--- src/rtl/adc1k_align_ctrl.sv ---
// ---------------------------------------------------------------------------
// adc1k_align_ctrl
//   IDELAY training controller for the 8-lane DDR capture path of the 1 GSPS
//   ADC. On start, it puts the ADC in test-pattern mode and sweeps every tap.
//   At each tap it loads the tap, waits for the delay line and IDDR to settle,
//   and then checks both IDDR outputs against the fixed pattern. When the
//   sweep is finished, each lane is loaded at the centre of its widest
//   passing window.
//
// Ports
//   dclk       ADC data clock (only clock)
//   reset_n    async active-low reset
//   start      one-cycle training request, ignored while busy
//   dout_1/2   IDDR Q1/Q2 per lane
//   test_mode  ADC test-pattern request, high for the whole run
//   tap_val    per-lane tap, lane l at [l*TAP_W +: TAP_W]
//   tap_ld     one-cycle VAR_LOAD strobe for all IDELAYs
//   busy       training in progress
//   done       set at end of run, cleared by the next accepted start
//   fail       any lane without a wide enough window (valid with done)
//   lane_ok    per-lane pass flags (valid with done)
// ---------------------------------------------------------------------------

// Per-lane window tracker: sticky error over CHECK, run/best tracking at EVAL,
// centre selection at CENTER.
module adc1k_align_lane #(
   parameter int   TAP_W   = 5,
   parameter int   MIN_WIN = 4,
   parameter logic P1      = 1'b1,
   parameter logic P2      = 1'b0
) (
   input  logic             dclk,
   input  logic             reset_n,
   input  logic             clr,
   input  logic             clr_err,
   input  logic             chk,
   input  logic             eval,
   input  logic             last,
   input  logic             center,
   input  logic [TAP_W-1:0] t,
   input  logic             d1,
   input  logic             d2,
   output logic [TAP_W-1:0] final_tap,
   output logic             ok
);
   logic             err;
   logic [TAP_W-1:0] cur_start, best_start, run_start, close_start;
   logic [TAP_W:0]   cur_len, best_len, run_len, close_len, ctr_sum;

   // A run is open whenever cur_len is non-zero.
   // close_len is zero whenever nothing closes on this tap.
   always_comb begin
      run_start   = (cur_len == '0) ? t : cur_start;
      run_len     = err ? '0 : cur_len + 1'b1;
      close_start = err ? cur_start : run_start;
      close_len   = err ? cur_len : (last ? run_len : '0);
      ctr_sum     = {1'b0, best_start} + (best_len >> 1);
   end

   always_ff @(posedge dclk or negedge reset_n) begin
      if (!reset_n) begin
         err        <= 1'b0;
         cur_start  <= '0;
         cur_len    <= '0;
         best_start <= '0;
         best_len   <= '0;
         final_tap  <= '0;
         ok         <= 1'b0;
      end else if (clr) begin
         err        <= 1'b0;
         cur_start  <= '0;
         cur_len    <= '0;
         best_start <= '0;
         best_len   <= '0;
         final_tap  <= '0;
         ok         <= 1'b0;
      end else begin
         if (clr_err)
            err <= 1'b0;
         else if (chk && (d1 != P1 || d2 != P2))
            err <= 1'b1;
         if (eval) begin
            cur_start <= run_start;
            cur_len   <= last ? '0 : run_len;
            // Strict compare: of equal windows, the earliest is kept.
            if (close_len > best_len) begin
               best_start <= close_start;
               best_len   <= close_len;
            end
         end
         if (center) begin
            if (best_len >= (TAP_W+1)'(MIN_WIN)) begin
               final_tap <= ctr_sum[TAP_W-1:0];
               ok        <= 1'b1;
            end else begin
               final_tap <= TAP_W'(1 << (TAP_W-1));
               ok        <= 1'b0;
            end
         end
      end
   end
endmodule

module adc1k_align_ctrl #(
   parameter int               LANES     = 8,
   parameter int               TAP_W     = 5,
   parameter int               SETTLE    = 16,
   parameter int               CHECK_LEN = 64,
   parameter int               MIN_WIN   = 4,
   parameter logic [LANES-1:0] PAT_1     = 8'h55,
   parameter logic [LANES-1:0] PAT_2     = 8'hAA
) (
   input  logic                   dclk,
   input  logic                   reset_n,
   input  logic                   start,
   input  logic [LANES-1:0]       dout_1,
   input  logic [LANES-1:0]       dout_2,
   output logic                   test_mode,
   output logic [LANES*TAP_W-1:0] tap_val,
   output logic                   tap_ld,
   output logic                   busy,
   output logic                   done,
   output logic                   fail,
   output logic [LANES-1:0]       lane_ok
);
   localparam int CMAX  = (SETTLE > CHECK_LEN) ? SETTLE : CHECK_LEN;
   localparam int CNT_W = $clog2(CMAX + 1);

   typedef enum logic [2:0] {
      S_IDLE, S_LOAD, S_SETTLE, S_CHECK, S_EVAL, S_CENTER, S_APPLY, S_FIN
   } state_t;

   state_t                        st, nxt;
   logic [CNT_W-1:0]              cnt;
   logic [TAP_W-1:0]              t;
   logic                          last;
   logic [LANES-1:0][TAP_W-1:0]   fin_tap;

   assign last = (t == '1);

   always_ff @(posedge dclk or negedge reset_n) begin
      if (!reset_n) st <= S_IDLE;
      else          st <= nxt;
   end

   always_comb begin
      nxt = st;
      case (st)
         S_IDLE:   if (start) nxt = S_LOAD;
         S_LOAD:   nxt = S_SETTLE;
         S_SETTLE: if (cnt == CNT_W'(SETTLE - 1)) nxt = S_CHECK;
         S_CHECK:  if (cnt == CNT_W'(CHECK_LEN - 1)) nxt = S_EVAL;
         S_EVAL:   nxt = last ? S_CENTER : S_LOAD;
         S_CENTER: nxt = S_APPLY;
         S_APPLY:  nxt = S_FIN;
         S_FIN:    nxt = S_IDLE;
         default:  nxt = S_IDLE;
      endcase
   end

   // Outputs are registered from the current state, so each state's action
   // becomes visible in the following cycle.
   always_ff @(posedge dclk or negedge reset_n) begin
      if (!reset_n) begin
         cnt       <= '0;
         t         <= '0;
         tap_val   <= '0;
         tap_ld    <= 1'b0;
         busy      <= 1'b0;
         test_mode <= 1'b0;
         done      <= 1'b0;
         fail      <= 1'b0;
      end else begin
         tap_ld <= 1'b0;
         cnt    <= ((st == S_SETTLE || st == S_CHECK) && nxt == st) ? cnt + 1'b1 : '0;
         case (st)
            S_IDLE: if (start) begin
               t         <= '0;
               done      <= 1'b0;
               fail      <= 1'b0;
               busy      <= 1'b1;
               test_mode <= 1'b1;
            end
            S_LOAD: begin
               tap_val <= {LANES{t}};
               tap_ld  <= 1'b1;
            end
            S_EVAL: if (!last) t <= t + 1'b1;
            S_APPLY: begin
               tap_val <= fin_tap;
               tap_ld  <= 1'b1;
            end
            S_FIN: begin
               busy      <= 1'b0;
               test_mode <= 1'b0;
               done      <= 1'b1;
               fail      <= ~&lane_ok;
            end
            default: ;
         endcase
      end
   end

   for (genvar g = 0; g < LANES; g++) begin : g_lane
      adc1k_align_lane #(
         .TAP_W(TAP_W), .MIN_WIN(MIN_WIN), .P1(PAT_1[g]), .P2(PAT_2[g])
      ) u_lane (
         .dclk      (dclk),
         .reset_n   (reset_n),
         .clr       (st == S_IDLE && start),
         .clr_err   (st == S_SETTLE),
         .chk       (st == S_CHECK),
         .eval      (st == S_EVAL),
         .last      (last),
         .center    (st == S_CENTER),
         .t         (t),
         .d1        (dout_1[g]),
         .d2        (dout_2[g]),
         .final_tap (fin_tap[g]),
         .ok        (lane_ok[g])
      );
   end
endmodule

--- config.mk ---
export PLATFORM = sky130hd
export DESIGN_NAME = adc1k_align_ctrl
export DESIGN_NICKNAME = d
export VERILOG_FILES = /design/src/rtl/adc1k_align_ctrl.sv
export SDC_FILE = /design/constraint.sdc
export NUM_CORES = 1
export LEC_CHECK = 0
export CAP_MARGIN = 10
export CORE_MARGIN = 2
export CORE_UTILIZATION = 40
export DETAILED_ROUTE_END_ITERATION = 12
export SLEW_MARGIN = 20
export SYNTH_ARGS = -nofsm -noshare
export SYNTH_HDL_FRONTEND = slang
export SYNTH_HIERARCHICAL = 1
export SYNTH_SLANG_ARGS = --single-unit
export TNS_END_PERCENT = 30
--- constraint.sdc ---
create_clock -name dclk -period 5.85 [get_ports dclk]
set_clock_uncertainty 0.1 [all_clocks]
set_input_delay 1.755 -clock dclk [delete_from_list [all_inputs] [get_ports dclk]]
set_output_delay 1.755 -clock dclk [all_outputs]
set_load 0.05 [all_outputs]
==> Word-level counts from Yosys, hierarchy flattened <==
Cells that the tools add are included.
{ "word_totals": {"elab_cells": 397, "reg_bits": 291, "output_inout_bits": 53} }
{ "op_classes": {"reduce_logical": 62, "muxes": 216, "n_bitwise": 8, "n_eq_ne": 13, "n_lt_le_gt_ge": 16, "addsub": 18} }
{ "op_table": {"columns": ["op", "n"], "rows": [
  ["6-bit 2-to-1 mux", 72],
  ["5-bit 2-to-1 mux", 82],
  ["40-bit case mux with 2 select lines", 1],
  ["1-bit 2-to-1 mux", 51],
  ["6-bit by 1-bit adder with 6-bit output, second input constant", 8],
  ["6-bit by 3-bit >= comparator with 1-bit output, second input constant", 8],
  ["6-bit > comparator", 8],
  ["6-bit logical NOT", 8],
  ["5-bit adder", 8],
  ["2-bit nonzero test", 13],
  ["3-bit case mux with 8 select lines", 1],
  ["3-bit nonzero test", 8],
  ["2-bit AND reduction", 9],
  ["3-bit == test, second input constant", 4],
  ["3-bit 2-to-1 mux", 4],
  ["1-bit logical AND", 10],
  ["5-bit case mux with 2 select lines", 1],
  ["1-bit logical OR", 9],
  ["1-bit NOT", 8],
  ["8-bit AND reduction", 1],
  ["7-bit by 1-bit adder with 7-bit output, second input constant", 1],
  ["7-bit by 4-bit == test with 1-bit output, second input constant", 1],
  ["7-bit by 6-bit == test with 1-bit output, second input constant", 1],
  ["7-bit 2-to-1 mux", 1],
  ["11 further kinds", 15]
]} }

==> Logic depth before layout (Yosys ltp) <==
{ "depth": {"ltp_word": 8, "mapped_depth": 12} }

==> Cells and area by module <==
Netlist, hierarchy kept.
{ "modules_own_cells": {"columns": ["module", "n_inst", "area_per_inst_um2", "cells_each"], "rows": [
  ["adc1k_align_lane at g_lane[0].u_lane ...", 7, 1928.1, 210],
  ["adc1k_align_ctrl", 1, 3344.5, 242],
  ["adc1k_align_lane at g_lane[7].u_lane", 1, 1926.8, 207]
]} }

==> Worst setup path before layout <==
Ideal clock, no wire load.
{ "synth_timing": {"kind": "register to register", "from": "register t[2]", "to": "register g_lane[7].u_lane.best_len[0]", "path_stages_with_launch": 12, "n_path_buf": 1, "synth_period_minus_slack_ps": 4386, "setup_slack_ps": 1464, "arrival_time_ps": 4162, "path_cell_list": "dfrtp_1 > clkbuf_1 > and3_1 > ha_1 > nand2b_2 > or4_4 > nand3_1 > ha_1 > and4_1 > a31o_2 > a31oi_4 > mux2_2"} }
{ "synth_via": {"elab_chain_cells": 6, "elab_cells_between_ends": 9, "cone_classes": "order compare (1); eq/ne (1); mux (5); reduce/logical (2)"} }
{ "synth_rtl": {"columns": ["item", "line", "text"], "rows": [
  ["from (decl)", "135", "logic [TAP_W-1:0] t;"],
  ["from (signal assigned)", "188", "S_EVAL: if (!last) t <= t + 1'b1;"],
  ["5-bit == test (*)", "139", "assign last = (t == '1);"],
  ["net last", "136", "logic last;"],
  ["6-bit 2-to-1 mux (*) (2 in series)", "56", "close_len = err ? cur_len : (last ? run_len : '0);"],
  ["6-bit > comparator / 6-bit 2-to-1 mux (equally long branches)", "86", "if (close_len > best_len) begin"],
  ["2-bit nonzero test (no source line) / 6-bit 2-to-1 mux (equally long branches)", null, null],
  ["2-bit AND reduction (no source line) / 6-bit 2-to-1 mux (equally long branches)", null, null],
  ["to (signal assigned)", "88", "best_len <= close_len;"],
  ["to (decl)", "48", "logic [TAP_W:0] cur_len, best_len, run_len, close_len, ctr_sum;"]
]} }
Mark *: on every way through the listed nets, which the timed path passes. The rest lies on a longest branch. The select of a mux whose other input is x is not followed.
A chain may end at the register's enable or synchronous reset.

==> Worst setup path in the final report <==
{ "layout_timing": {"from": "register t[0]", "to": "register g_lane[0].u_lane.best_len[2]"} }
{ "layout_via": {"elab_chain_cells": 6, "elab_cells_between_ends": 9, "cone_classes": "order compare (1); eq/ne (1); mux (5); reduce/logical (2)"} }
{ "layout_rtl": {"columns": ["item", "line"], "rows": [
  ["5-bit == test (*)", "139"],
  ["net last", "136"],
  ["6-bit 2-to-1 mux (*) (2 in series)", "56"],
  ["6-bit > comparator / 6-bit 2-to-1 mux (equally long branches)", "86"],
  ["2-bit nonzero test (no source line) / 6-bit 2-to-1 mux (equally long branches)", null],
  ["2-bit AND reduction (no source line) / 6-bit 2-to-1 mux (equally long branches)", null],
  ["to (signal assigned)", "88"],
  ["to (decl)", "48"]
]} }
Marked as above.

==> qor.yml <==
fmax_ghz: 0.2398
postRouteAntennaNets: 0
path_clk_slew_ps: 60
synth_ff_type: "dfrtp_1"
synth_top_area_frac: 0.3880
final_util: 0.4547
status: "complete, no violations"
crit_arrival_ps: 4500
first_pass_iters: 5
start_util: 0.4040
drive_above_1_share: 0.1421
synthesis.area_mm2: 0.01877
async_flop_share: 1.000
initialDrtViolationCount: 948
yosysSeqAreaShare: 0.3880
grt_remaining_overflow: 0
endpoint: "g_lane[0].u_lane/best_len[2]"
ys_top_cells_by_area: "dfrtp_1, ha_1, mux2_4"
maxCapViolCount: 0
die_w_um: 220.6
ys_types: 64
r2r_slack_ps: 1680
antenna_found_initial: 0
start_kind: "register"
fin_ws_ps: 1680
cts.path.max_buffers: 3
p_total_mw: 4.757
rr_worst_depth: 11
nets: 2071
rows: 79
power_density_mw_per_mm2: 225.2
post-place-ws_ps: 1355
via_count: 13980
ys_warn_count: 6
fin_crit_ps: 4170
area_growth_pct: 12.55
rsz0062_at_grt: "no"
cts-root-buf: "clkbuf_16"
stdcell_count: 2577
grt_pass1_vias: 13820
die_h_um: 220.6
clk_latency_ps: 550
r2r-end: "g_lane[0].u_lane/best_len[2]"
cts_made_buffers: 36
avgSynthCellArea_um2: 9.780
port_buffers: 71
hold_class: "reg2reg"
postCtsSetupBuffers: 0
insertedDiodeCount: 0
vdd_ir_drop_max_mv: 0.1574
place.gp.congestion: 0.8137
place_inst: 2514
worst_setup_path_end_kind: "register"
hold_viol_final: 0
syn_inst: 1919
crit_type: "reg2reg"
ys_ff_latch: 291
finalSetupTns_ps: 0
setup_viol: 0
cts_tree: "yes"
grt_pass1_wl_mm: 75.06
clock_sinks: 291
p_leak_nw: 9.730
worst-path-max-fanout: 35
r2r_start: "t[0]"
finalMaxSlewViolations: 0
cts_resized: 0
drc_errors: 0
relSlewSlack: 0.3300
final.period_utilization: 0.7129
die-area_mm2: 0.04867
synth.largest_area_cell: "dfrtp_1"
grtUsageTotal: 0.1908
boundaryPins: 72
cp.required_ps: 6180
core_mm2: 0.04646
wire_per_inst_um: 17.54
dp_hpwl_mm: 29.54
final_area_mm2: 0.02112
tightest_slew_ps: 1003
fin_hold_ws_ps: 382.7
htreeDepth: 2
critPathLaunch: "t[0]"
grt_max_degree: 110
finalWirelength_mm: 45.20
placed_area_mm2: 0.01992
viasPerCell: 5.425
ctsHoldBuffers: 0
synth_fp_nets: 2045
synth-edff-count: 0
## Yosys cell counts (24+ instances only)
| cell type | n |
|---|---|
| dfrtp_1 | 291 |
| nor2_1 | 145 |
| nand2_1 | 137 |
| a21oi_1 | 101 |
| ha_1 | 99 |
| nand2b_1 | 99 |
| nand3_1 | 95 |
| mux2i_1 | 91 |
| mux2_4 | 80 |
| inv_1 | 76 |
| o21ai_0 | 62 |
| and3_1 | 58 |
| clkbuf_1 | 49 |
| mux2_2 | 48 |
| o21bai_1 | 48 |
| a21boi_0 | 47 |
| buf_2 | 38 |
| a31oi_1 | 26 |
| nand4_1 | 26 |
| or3_1 | 26 |
| nor2b_1 | 25 |
| a21o_1 | 24 |
## worst min-delay path by stage
stage,startpoint,to,cells past startpoint
floorplan,g_lane[0].u_lane/final_tap[3],g_lane[0].u_lane/final_tap[3],2
global placement,g_lane[6].u_lane/final_tap[3],g_lane[6].u_lane/final_tap[3],2
detailed placement,g_lane[6].u_lane/final_tap[3],g_lane[6].u_lane/final_tap[3],2
CTS,g_lane[6].u_lane/final_tap[3],g_lane[6].u_lane/final_tap[3],2
global route,cnt[0],cnt[0],1
finish,g_lane[6].u_lane/final_tap[3],g_lane[6].u_lane/final_tap[3],2
## power breakdown
| part | internal, mW | total (mW) | switching (mW) |
|---|---|---|---|
| sequential | 2.07 | 2.13 | 0.0612 |
| combinational | 0.138 | 0.338 | 0.200 |
| clock | 1.40 | 2.28 | 0.888 |
## flip-flops by register name, summed over array words and instances (netlist names)
name,count
g_lane.u_lane/cur_start,40
g_lane.u_lane/err,8
fail,1
st,3
tap_ld,1
cnt,7
g_lane.u_lane/ok,8
t,5
done,1
g_lane.u_lane/best_len,48
busy,1
tap_val,40
g_lane.u_lane/final_tap,40
g_lane.u_lane/cur_len,48
g_lane.u_lane/best_start,40
## layer usage
metal,GRT usage,part of all wire,wire [um]
met5,0,0,0
met4,0.04622,0.017,786
met3,0.03052,0.038,1732
met2,0.2963,0.44,19950
met1,0.2776,0.50,22730
## placed cells by master, fill, tap and decap left out, types with 37 or more instances in the layout
master,n
dfrtp_1,291
nor2_1,144
nand2_1,137
a21oi_1,101
nand2b_1,99
ha_1,98
nand3_1,95
mux2i_1,91
mux2_4,80
inv_1,75
clkdlybuf4s50_1,70
o21ai_0,62
and3_1,58
o21bai_1,48
mux2_2,48
a21boi_0,47
clkbuf_16,37
## critical path, cell delays in order, from the launching register on
cell and delay [ps]:
dfrtp_1 350, ha_1 210, and3_1 170, ha_2 770, nand2b_1 300, or4b_1 600, nand2_1 90, ha_1 250
nand4_1 120, o21ai_0 180, a31oi_2 500, mux2_2 390
## cell type report
type                       instances  area (um2)
clock buffer                      54        1070
inverter                          76       292.8
tap                              607       759.5
fill                            4383       25330
clock inverter                     9       131.4
timing repair buffer              95       933.4
multi-input combinational       1445       10650
sequential                       291        7282
## kinds of logic (layout without fill, tap and decap cells)
group	count (synthesis)	after routing	synth area share
multiplexers	219	219	0.1413
AO/OA/AOI/OAI	385	385	0.1375
flip-flops	291	291	0.3880
buffers and inverters	183	234	0.04500
AND/OR/NAND/NOR	700	700	0.1977
adder cells (fa/ha/maj)	107	107	0.07453
XOR/XNOR	34	34	0.01587
No activity file was read; power rests on OpenSTA's default activity.
